<file path="config.mk">
export PLATFORM = sky130hd
export DESIGN_NAME = mem_indirect_ctrl
export DESIGN_NICKNAME = d
export VERILOG_FILES = /design/src/rtl/mem_indirect_ctrl.sv
export SDC_FILE = /design/constraint.sdc
export NUM_CORES = 1
export LEC_CHECK = 0
export CORE_AREA = 4 4 69 78
export CTS_BUF_LIST = sky130_fd_sc_hd__clkbuf_4
export CTS_CLUSTER_SIZE = 40
export DETAILED_ROUTE_END_ITERATION = 12
export DIE_AREA = 0 0 73 82
export GPL_ROUTABILITY_DRIVEN = 1
export PLACE_DENSITY = 0.84
export SLEW_MARGIN = 10
export SYNTH_ARGS = -nofsm -noshare
export SYNTH_HDL_FRONTEND = slang
export SYNTH_SLANG_ARGS = --single-unit
export TNS_END_PERCENT = 30
</file>
<file path="constraint.sdc">
create_clock -name clk -period 3.1 [get_ports clk]
set_input_delay 0.62 -clock clk [delete_from_list [all_inputs] [get_ports clk]]
set_output_delay 0.62 -clock clk [all_outputs]
set_load 0.03 [all_outputs]
</file>
<file path="src/rtl/mem_indirect_ctrl.sv">
// MEM-stage controller for LC-3b indirect loads/stores (LDI/STI): performs the
// pointer fetch, then the data access, stalling the pipe and preserving the WB write.
package mem_indirect_ctrl_pkg;
  typedef logic [3:0] lc3b_opcode;

  typedef struct packed {
    logic       load_regfile_wb;
    logic [2:0] dest_wb;
  } lc3b_forward_save;

  localparam lc3b_opcode OP_LDI = 4'b1010;
  localparam lc3b_opcode OP_STI = 4'b1011;
endpackage

module mem_indirect_ctrl
  import mem_indirect_ctrl_pkg::*;
(
  input  logic             clk,
  input  logic             reset,
  input  logic             valid_mem,
  input  lc3b_opcode       opcode_mem,
  input  logic [15:0]      address_MEM,
  input  logic             d_mem_resp,
  input  logic [15:0]      d_mem_rdata,
  input  logic             load_regfile_wb,
  input  logic [2:0]       dest_wb,
  input  logic [15:0]      wb_data,
  output logic             d_mem_read,
  output logic             d_mem_write,
  output logic [15:0]      d_mem_address,
  output logic             indirectmux_sel,
  output lc3b_forward_save forward_save,
  output logic [15:0]      save_data,
  output logic             stall_pipe
);

  typedef enum logic {
    S_IDLE = 1'b0,
    S_IND2 = 1'b1
  } state_t;

  state_t      r_state;
  state_t      w_state_next;
  logic [15:0] r_ptr;
  lc3b_opcode  r_op;
  logic        r_first_cycle;
  logic        r_save_valid;
  logic        r_save_ld;
  logic [2:0]  r_save_dest;
  logic [15:0] r_save_data;

  logic        w_indirect;
  logic        w_read;
  logic        w_write;
  logic [15:0] w_addr;
  logic        w_sel;
  logic        w_stall;

  assign w_indirect = valid_mem && ((opcode_mem == OP_LDI) || (opcode_mem == OP_STI));

  // State register
  always_ff @(posedge clk or posedge reset) begin
    if (reset) begin
      r_state <= S_IDLE;
    end else begin
      r_state <= w_state_next;
    end
  end

  // Next-state and memory request decode
  always_comb begin
    w_state_next = r_state;
    w_read       = 1'b0;
    w_write      = 1'b0;
    w_addr       = address_MEM;
    w_sel        = 1'b0;
    w_stall      = 1'b0;
    case (r_state)
      S_IDLE: begin
        if (w_indirect) begin
          w_read  = 1'b1;
          w_stall = 1'b1;
          if (d_mem_resp) begin
            w_state_next = S_IND2;
          end else begin
            w_state_next = S_IDLE;
          end
        end else begin
          w_state_next = S_IDLE;
        end
      end
      S_IND2: begin
        // Second access is driven purely from latched state; live MEM inputs are ignored
        w_sel   = 1'b1;
        w_addr  = r_ptr;
        w_read  = (r_op == OP_LDI);
        w_write = (r_op == OP_STI);
        if (d_mem_resp) begin
          w_stall      = 1'b0;
          w_state_next = S_IDLE;
        end else begin
          w_stall      = 1'b1;
          w_state_next = S_IND2;
        end
      end
      default: begin
        w_state_next = S_IDLE;
      end
    endcase
  end

  // Pointer, latched opcode and saved WB write
  always_ff @(posedge clk or posedge reset) begin
    if (reset) begin
      r_ptr         <= 16'h0000;
      r_op          <= 4'b0000;
      r_first_cycle <= 1'b1;
      r_save_valid  <= 1'b0;
      r_save_ld     <= 1'b0;
      r_save_dest   <= 3'b000;
      r_save_data   <= 16'h0000;
    end else begin
      case (r_state)
        S_IDLE: begin
          if (w_indirect) begin
            // WB retires while MEM is frozen, so only the first cycle's write is kept
            if (r_first_cycle) begin
              r_save_valid <= 1'b1;
              r_save_ld    <= load_regfile_wb;
              r_save_dest  <= dest_wb;
              r_save_data  <= wb_data;
            end
            r_first_cycle <= 1'b0;
            if (d_mem_resp) begin
              r_ptr <= d_mem_rdata;
              r_op  <= opcode_mem;
            end
          end else begin
            r_first_cycle <= 1'b1;
            r_save_valid  <= 1'b0;
            r_save_ld     <= 1'b0;
            r_save_dest   <= 3'b000;
            r_save_data   <= 16'h0000;
          end
        end
        S_IND2: begin
          if (d_mem_resp) begin
            r_first_cycle <= 1'b1;
            r_save_valid  <= 1'b0;
            r_save_ld     <= 1'b0;
            r_save_dest   <= 3'b000;
            r_save_data   <= 16'h0000;
          end
        end
        default: begin
          r_first_cycle <= 1'b1;
        end
      endcase
    end
  end

  // Requests are gated so they drop the instant reset rises
  assign d_mem_read      = w_read  & ~reset;
  assign d_mem_write     = w_write & ~reset;
  assign d_mem_address   = reset ? 16'h0000 : w_addr;
  assign indirectmux_sel = w_sel   & ~reset;
  assign stall_pipe      = w_stall & ~reset;
  assign forward_save    = {r_save_valid & r_save_ld, r_save_dest};
  assign save_data       = r_save_data;

endmodule

</file>
==> results of run 1 <==
## worst min path at each step
stage | from | end | cells after the start
global placement | r_op[1] | r_op[1] | 1
CTS | r_op[1] | r_op[1] | 1
global route | r_op[1] | r_op[1] | 1
floorplan | r_op[1] | r_op[1] | 1
finish | r_op[1] | r_op[1] | 1
detailed placement | r_op[1] | r_op[1] | 1
## cells by family after synthesis
logic type	Yosys count	share of synthesized area
flops	43	0.547
mux	33	0.197
simple gates	31	0.0914
compound gates	27	0.116
buf+inv	12	0.0482
## worst register-to-register path, stage by stage, from the launching register on
cell and delay [ns]:
dfrtp_1 0.53, buf_12 0.22, nand2b_1 0.21, nor3_2 0.90, a22o_1 0.26
## through the flow
| stage | util | area, um2 | hold WS (ns) |
|---|---|---|---|
| after floorplan | - | 1970 | 0.425 |
| after global routing | 0.671 | 3080 | 0.489 |
| final | 0.671 | 3080 | 0.472 |
| after CTS | 0.671 | 3080 | 0.477 |
| after detailed placement | 0.654 | 3000 | 0.446 |
| after global placement | 0.654 | 3000 | 0.439 |
## Yosys cell counts
cell type  count
a21oi_1        4
a22o_1        20
and2_1         1
and4_1         1
buf_2          1
buf_4          3
buf_6          5
clkbuf_1       1
dfrtp_1       42
dfstp_2        1
inv_1          2
mux2_1         7
mux2_4        10
mux2i_1       16
nand2b_1       1
nand2b_4       1
nand3b_1       1
nand3b_4       1
nand4b_1       1
nor2_1        16
nor2_2         1
nor2b_1        3
nor3_1         1
o21a_1         1
o21ai_0        1
o31ai_4        1
or2_1          3
## sequential cells by signal, summed over array words and instances, names as in the netlist
register / count
r_save_ld: 1
r_save_dest: 3
r_state: 1
r_op: 4
r_ptr: 16
r_first_cycle: 1
r_save_valid: 1
save_data: 16
## where the power goes
group / switching [mW] / total [mW] / internal (mW)
Sequential: 0.0378 / 0.662 / 0.624
Combinational: 0.107 / 0.281 / 0.173
Clock: 0.186 / 0.356 / 0.170
## per-layer routing
layer / up-vias / GRT usage / share of wire
met5: - / 0 / 0
met4: 0 / 0.0498 / 0.013
met3: 8 / 0.0636 / 0.089
met2: 60 / 0.309 / 0.51
met1: 713 / 0.178 / 0.38
li1: 723 / - / -
## final cells by class
cell class / count / area [um2]
fill: 371 / 1510
clock buffer: 5 / 37.5
multi-input combinational: 91 / 803
inverter: 2 / 7.51
tap: 56 / 70.1
sequential: 43 / 1080
timing repair buffer: 105 / 1040
clock inverter: 3 / 42.5
## cell usage in the layout (no fill, tap or decap), types with 3 or more instances in the layout
cell,count
clkdlybuf4s50_1,96
dfrtp_1,42
a22o_1,20
mux2i_1,16
nor2_1,16
mux2_4,10
buf_4,8
mux2_1,7
clkbuf_4,5
a21oi_1,4
or2_1,3
nor2b_1,3
==> reports/metrics.cfg, run 1 <==
[run_status]
status = finished clean

[routing]
ant_nets = 0
vias = 1504
drc = 0
drt_first_pass_iters = 4
drtIter0Drc = 27
vias_per_cell = 4.93
drt-total-wl_um = 4750
wl_per_cell_um = 15.6

[synthesis]
synth_seq_area_share = 0.547
synthCells = 146
ys_types = 27
synth_nets = 206
synth_top_area_frac = 0.533
synth.avg_cell_area_um2 = 13.5
yosysWarnings = 0
synth.area.top_cells = dfrtp_1 (53%), a22o_1 (8.9%), mux2i_1 (8.1%)
ys_ff_latch = 43
yosysTopAreaCell = dfrtp_1
syn_area_um2 = 1970

[critical_path]
r2r-end = save_data[4]
start_kind = input port
path_delay_family = buffers and inverters
rr_startpoint = r_state
required_ns = 2.48
r2r_setup_slack_ns = 0.92
cp_max_fo = 20
cpPeakStageDelay_ns = 0.69
worst-path-buf-inv = 3
critPathArrivalTime_ns = 2.06
path_class = input port to output pin
reg2reg_depth = 4
critical_path.startpoint = reset
endpoint = indirectmux_sel
worstSetupEndpointType = output pin
slowest_stage = clkdlybuf4s50_1
cp_num_cells = 4
cpMostUsedCell = clkdlybuf4s50_1
path_cells = clkdlybuf4s50_1, buf_4, nor2b_1, clkdlybuf4s50_1

[pwr]
p_per_area_nw_per_um2 = 422
ir_drop_mv = 0.286
total_power_mw = 1.30
p_leak_nw = 1.32

[timing]
tightest_slew_ns = 1.16
final.setup.tns_ns = 0
rsz0062_at_grt = no
fmax_mhz = 373
slew_violations = 0
hold_violations = 0
setup_violations = 0
fin_crit_ns = 2.68
skew_ns = 0.0104
setup_ws_ns = 0.423
fin_crit_sh = 0.864
relSlewSlack = 0.220

[grt]
grt_pass1_wl_um = 7680
grt_overflow = 0
grt_use_total = 0.169
antenna_found_initial = 0
grt_pass1_vias = 1661
grt_max_degree = 23

[placement]
place_ws_ns = 0.415
numPortBuffers = 99
dp.cells = 297
hpwl_um = 3680
gp_congestion = 0.691

[finish]
nets = 308
syn_to_final_growth_pct = 56.3
num_antenna_cells = 0
instances_no_fill = 305
drive_above_1_share = 0.133

[floorplanning]
io_pins = 100
die_area_um2 = 5990
die_w_um = 73
core_area_um2 = 4590
die_h_um = 82
start_util = 0.430
num_rows = 26

[clock_tree]
cts_setup_buffers = 0
clk_latency_ns = 0.36
cts.reportedPaths.clkPinSlew_ns = 0.12
clk_path_buf_depth = 2
cts_buffers = 5
hold_buffers = 0
cts_num_sinks = 43
cts-root-buf = clkbuf_4
cts-resized-gates = 0
htree_levels = 2
cts_tree = built

[min_path]
hold_class = flip-flop to flip-flop

[job]
cap_violations = 0

No activity file was read; power rests on OpenSTA's default activity.
==> run 2, diff against run 1 <==
Settings changed: CTS_CLUSTER_SIZE 40 to 8.
==> results of run 2 <==
No change in the layout: final DEF, timing and power equal those of run 1.
